--- src/rtl/evt_arb_pkg.sv ---
// Shared types and helpers for the event stream arbiter.
package evt_arb_pkg;

  typedef enum logic [0:0] {
    ST_IDLE  = 1'b0,
    ST_BURST = 1'b1
  } arb_state_e;

  // Width of a source index; never collapses to zero bits.
  function automatic int SRC_ID_W(input int n);
    return (n > 1) ? $clog2(n) : 1;
  endfunction

endpackage

--- src/rtl/evt_arb_rr_sel.sv ---
// Cyclic first-set search over the request vector, starting at ptr.
module evt_arb_rr_sel
  import evt_arb_pkg::*;
#(
  parameter int N_SRC = 4
) (
  input  logic [N_SRC-1:0]            req,
  input  logic [SRC_ID_W(N_SRC)-1:0]  ptr,
  output logic [SRC_ID_W(N_SRC)-1:0]  idx,
  output logic                        found
);

  localparam int IW = SRC_ID_W(N_SRC);

  int j;

  always_comb begin
    idx   = '0;
    found = 1'b0;
    j     = 0;
    for (int i = 0; i < N_SRC; i++) begin
      j = int'(ptr) + i;
      if (j >= N_SRC) j = j - N_SRC;
      if (!found && req[j]) begin
        found = 1'b1;
        idx   = IW'(j);
      end
    end
  end

endmodule

--- src/rtl/evt_stream_arbiter.sv ---
// Burst round-robin merge of N_SRC event streams into one registered output.
// Optional per-source grant counters are enabled with EVT_ARB_STATS_EN.
module evt_stream_arbiter
  import evt_arb_pkg::*;
#(
  parameter type T       = logic,
  parameter int  N_SRC   = 4,
  parameter int  BURST_W = 8
) (
  input  logic                        clk_i,
  input  logic                        rst_i,
  input  logic                        enable_i,
  input  logic [BURST_W-1:0]          burst_len_i,
  input  T                            in_evt_i [N_SRC],
  input  logic [N_SRC-1:0]            in_valid_i,
  output logic [N_SRC-1:0]            in_ready_o,
  output T                            out_evt_o,
  output logic                        out_valid_o,
  input  logic                        out_ready_i,
  output logic [SRC_ID_W(N_SRC)-1:0]  out_src_id_o
`ifdef EVT_ARB_STATS_EN
  ,
  output logic [31:0]                 grant_cnt_o [N_SRC]
`endif
);

  localparam int IW = SRC_ID_W(N_SRC);

  arb_state_e         state;
  logic [IW-1:0]      grant, rr_ptr, sel_idx, grant_nxt;
  logic               sel_found;
  logic [BURST_W-1:0] burst_cnt, burst_max;
  logic               out_free, active, xfer, burst_last;

  evt_arb_rr_sel #(.N_SRC(N_SRC)) u_sel (
    .req   (in_valid_i),
    .ptr   (rr_ptr),
    .idx   (sel_idx),
    .found (sel_found)
  );

  // Ready is a function of state and the output stage only, never of in_valid_i.
  assign out_free   = !out_valid_o || out_ready_i;
  assign active     = enable_i && (state == ST_BURST) && out_free;
  assign xfer       = active && in_valid_i[grant];
  assign burst_last = (burst_cnt + BURST_W'(1)) == burst_max;
  assign grant_nxt  = (grant == IW'(N_SRC - 1)) ? '0 : grant + IW'(1);

  always_comb begin
    in_ready_o = '0;
    if (active) in_ready_o[grant] = 1'b1;
  end

  always_ff @(posedge clk_i) begin
    if (rst_i) begin
      state     <= ST_IDLE;
      grant     <= '0;
      rr_ptr    <= '0;
      burst_cnt <= '0;
      burst_max <= '0;
    end else begin
      case (state)
        ST_IDLE: begin
          if (enable_i && sel_found) begin
            state     <= ST_BURST;
            grant     <= sel_idx;
            burst_cnt <= '0;
            burst_max <= (burst_len_i == '0) ? BURST_W'(1) : burst_len_i;
          end
        end
        ST_BURST: begin
          // Disable aborts the burst without advancing the pointer.
          if (!enable_i) begin
            state <= ST_IDLE;
          end else if (xfer) begin
            burst_cnt <= burst_cnt + BURST_W'(1);
            if (burst_last) begin
              state  <= ST_IDLE;
              rr_ptr <= grant_nxt;
            end
          end else if (!in_valid_i[grant]) begin
            state  <= ST_IDLE;
            rr_ptr <= grant_nxt;
          end
        end
        default: state <= ST_IDLE;
      endcase
    end
  end

  always_ff @(posedge clk_i) begin
    if (rst_i) begin
      out_valid_o  <= 1'b0;
      out_src_id_o <= '0;
      out_evt_o    <= '0;
    end else if (out_free) begin
      out_valid_o <= xfer;
      if (xfer) begin
        out_evt_o    <= in_evt_i[grant];
        out_src_id_o <= grant;
      end
    end
  end

`ifdef EVT_ARB_STATS_EN
  for (genvar g = 0; g < N_SRC; g++) begin : g_stats
    always_ff @(posedge clk_i) begin
      if (rst_i)
        grant_cnt_o[g] <= '0;
      else if (xfer && (grant == IW'(g)) && (grant_cnt_o[g] != 32'hFFFF_FFFF))
        grant_cnt_o[g] <= grant_cnt_o[g] + 32'd1;
    end
  end
`endif

endmodule

--- config.mk ---
export PLATFORM = sky130hd
export DESIGN_NAME = evt_stream_arbiter
export DESIGN_NICKNAME = d
export VERILOG_FILES = /design/src/rtl/evt_arb_pkg.sv /design/src/rtl/evt_arb_rr_sel.sv /design/src/rtl/evt_stream_arbiter.sv
export SDC_FILE = /design/constraint.sdc
export NUM_CORES = 1
export LEC_CHECK = 0
export ABC_AREA = 0
export CORE_ASPECT_RATIO = 0.6
export CORE_MARGIN = 4
export CORE_UTILIZATION = 50
export DETAILED_ROUTE_END_ITERATION = 16
export GPL_TIMING_DRIVEN = 0
export PLACE_DENSITY = 0.81
export SKIP_CTS_REPAIR_TIMING = 1
export SLEW_MARGIN = 40
export SYNTH_ARGS = -nofsm -noshare
export SYNTH_HDL_FRONTEND = slang
export SYNTH_SLANG_ARGS = --single-unit
--- constraint.sdc ---
create_clock -name clk_i -period 2.25 [get_ports clk_i]
set_input_delay 0.225 -clock clk_i [delete_from_list [all_inputs] [get_ports clk_i]]
set_output_delay 0.225 -clock clk_i [all_outputs]
set_load 0.03 [all_outputs]
==> results.sh <==
export IMPL_tritoncts="done"
export IMPL_pre_cts_ws_ns=-0.129
export IMPL_multi_input_area_um2=875
export IMPL_dp_hpwl_um=2820
export IMPL_slew_viol_final=0
export IMPL_final_nets=232
export IMPL_syn_area_per_cell_um2=8.15
export IMPL_path_cells="ha_2, xor2_1, xnor2_1, and4_1, o2111ai_1, a21oi_2, mux2_4"
export IMPL_setup_ws_ns=0.164
export IMPL_drtPass1Iterations=5
export IMPL_start_kind="flip-flop"
export IMPL_worst_path_max_delay_cell="dfxtp_1"
export IMPL_seq_area_frac_synth_pct=34.9
export IMPL_grt_max_degree=15
export IMPL_grt_pass1_wl_um=5960
export IMPL_whs_ns=0.327
export IMPL_root_buffer="clkbuf_8"
export IMPL_rsz0062_at_grt="false"
export IMPL_drt_wl_total_um=3640
export IMPL_initialDrtViolationCount=89
export IMPL_fin_crit_ns=2.09
export IMPL_gr_usage_all_layers_pct=19.4
export IMPL_p_per_area_nw_per_um2=499
export IMPL_htreeDepth=1
export IMPL_clk_latency_ns=0.27
export IMPL_hold_violations=0
export IMPL_vdd_drop_max_mv=0.363
export IMPL_fmax_mhz=479
export IMPL_synthesis_area_um2=1430
export IMPL_n_antenna_cell=0
export IMPL_path_max_fanout=6
export IMPL_start_util_pct=54.9
export IMPL_num_vias=1354
export IMPL_grt_pass1_vias=1290
export IMPL_cts_sinks=25
export IMPL_avgViaCountPerCell=5.69
export IMPL_nFillCells=206
export IMPL_p_leak_nw=0.756
export IMPL_min_path_type="in2reg"
export IMPL_tns_ns=0
export IMPL_cp_end_kind="flip-flop"
export IMPL_utilization_pct=69.0
export IMPL_crit_buf_inv=0
export IMPL_critical_path_class="reg2reg"
export IMPL_fin_crit_sh_pct=92.7
export IMPL_tightestPinTransition_ns=0.523
export IMPL_drc=0
export IMPL_drive_above_1_share_pct=8.25
export IMPL_grt_overflow_total=0
export IMPL_power_w=0.000898
export IMPL_antenna_found_initial=0
export IMPL_fin_skew_ns=0.00160
export IMPL_chipWidth_um=77.1
export IMPL_max_stage_delay_ns=0.46
export IMPL_maxSlewHeadroom_pct=65.1
export IMPL_status="complete, no violations"
export IMPL_syn2layout_area_growth_pct=25.6
export IMPL_yosysWarningCount=0
export IMPL_cts_buffer_depth=2
export IMPL_worstPathArrival_ns=2.25
export IMPL_fp_dieArea_um2=3820
export IMPL_ant_nets=0
export IMPL_path_clk_slew_ns=0.08
export IMPL_yosys_cell_types_count=37
export IMPL_syn_instance_count=176
export IMPL_io_pins=28
export IMPL_die_h_um=49.5
export IMPL_synth_seq_cells=25
export IMPL_drt_wirelength_per_cell_um=15.3
export IMPL_cp_top_family="flip-flops"
export IMPL_critPathRequiredTime_ns=2.41
export IMPL_num_rows=14
export IMPL_port_buffers=26
export IMPL_coreArea_um2=2610
export IMPL_seqCellArea_um2=500
export IMPL_maxCapViolations=0
export IMPL_setup_viol=0
export IMPL_syn_nets=201
export IMPL_cts_buffers_inserted=3
export IMPL_place_gp_congestion=0.867
==> routing by layer <==
layer / share of wire, % / routed length [um] / global-route usage, % / vias up
met4: 0.71 / 26 / 5.62 / 0
met1: 46 / 1660 / 25.6 / 614
met2: 44 / 1600 / 30.7 / 63
met3: 9.6 / 350 / 6.00 / 6
li1: - / - / - / 671
met5: 0 / 0 / 0 / -
==> power breakdown <==
group | total [W] | leakage, nW | switching (W) | internal [W]
clock network | 0.000264 | 0.0255 | 0.000140 | 0.000124
registers | 0.000476 | 0.203 | 0.0000182 | 0.000458
logic | 0.000159 | 0.527 | 0.0000804 | 0.0000783
total | 0.000898 | 0.756 | 0.000238 | 0.000660
==> flip-flops by register name, indices dropped and copies added, names as in the netlist <==
name and flops:
burst_cnt 8, burst_max 8, grant 2, out_src_id_o 2, rr_ptr 2, out_evt_o 1
out_valid_o 1, state 1
==> cells by family (layout without fill, tap and decap cells) <==
kind of cell / count (synthesis) / count (layout) / synth area share (%)
buffers and inverters: 14 / 44 / 4.80
DFF: 25 / 25 / 34.9
xor gates and xnor gates: 11 / 11 / 6.72
muxes: 6 / 6 / 6.28
adders and majority gates: 5 / 5 / 4.36
and+or+nand+nor: 76 / 76 / 27.4
AOI/OAI and AO/OA: 39 / 39 / 15.5
==> cells in the mapped netlist <==
library cell | count | area [um^2]
a21oi_1 | 23 | 115
or4_1 | 2 | 15.0
o221ai_1 | 1 | 8.76
and4_1 | 1 | 8.76
a31o_2 | 2 | 17.5
xnor2_1 | 6 | 52.6
and2_1 | 4 | 25.0
o22ai_1 | 3 | 18.8
ha_1 | 5 | 62.6
mux4_2 | 2 | 45.0
nand3b_1 | 1 | 7.51
nor2_1 | 20 | 75.1
or3_1 | 1 | 6.26
nand4_4 | 1 | 21.3
nand3_1 | 6 | 30.0
inv_1 | 7 | 26.3
xor2_1 | 5 | 43.8
nand2b_1 | 3 | 18.8
a31oi_1 | 1 | 6.26
nand2_1 | 21 | 78.8
buf_1 | 1 | 3.75
a21oi_2 | 1 | 8.76
nor2b_1 | 4 | 25.0
o41ai_1 | 1 | 8.76
buf_6 | 2 | 22.5
mux2i_1 | 3 | 30.0
buf_2 | 1 | 5.00
clkbuf_1 | 3 | 11.3
and3b_1 | 1 | 8.76
nor4_1 | 1 | 6.26
mux2_4 | 1 | 15.0
and3_4 | 1 | 11.3
nor3_1 | 5 | 25.0
nor3b_1 | 4 | 30.0
o21ai_0 | 6 | 30.0
o2111ai_1 | 1 | 8.76
dfxtp_1 | 25 | 500
==> area by class of cell <==
class | count | share of cell area (%)
clock buffers | 3 | 2.29
well taps | 32 | 2.22
inverters | 7 | 1.46
clock inverters | 1 | 0.278
flip-flops and latches | 25 | 27.8
repair buffers | 26 | 15.0
plain buffers | 7 | 2.36
multi-input cells | 137 | 48.6
==> stage by stage <==
stage | cells | cell area, um^2
6_report | 238 | 1800
5_1_grt | 238 | 1800
4_1_cts | 238 | 1780
3_5_place_dp | 234 | 1730
3_3_place_gp | 234 | 1730
2_1_floorplan | 176 | 1430
==> layout by cell type, fill, tap and decap left out, drive strengths merged, types with 2 or more instances in the layout <==
master / n
clkbuf: 6
a31o: 2
xor2: 5
nand2: 21
clkdlybuf4s50: 22
mux2i: 3
and2: 4
dlymetal6s2s: 4
nor3: 5
nand3: 6
mux4: 2
o22ai: 3
nor3b: 4
xnor2: 6
ha: 5
inv: 7
nand2b: 3
dfxtp: 25
nor2b: 4
o21ai: 6
buf: 4
a21oi: 24
nor2: 20
or4: 2
==> worst paths after layout <==
check,cells past startpoint,slack [ns],end,start
max,7,0.16,rr_ptr[0],burst_cnt[0]
min,2,0.33,burst_max[7],rst_i
max reg2reg,7,0.16,rr_ptr[0],burst_cnt[0]
min reg2reg,2,0.47,burst_max[1],burst_max[1]
Note: power is estimated with default switching activity, not from simulation.
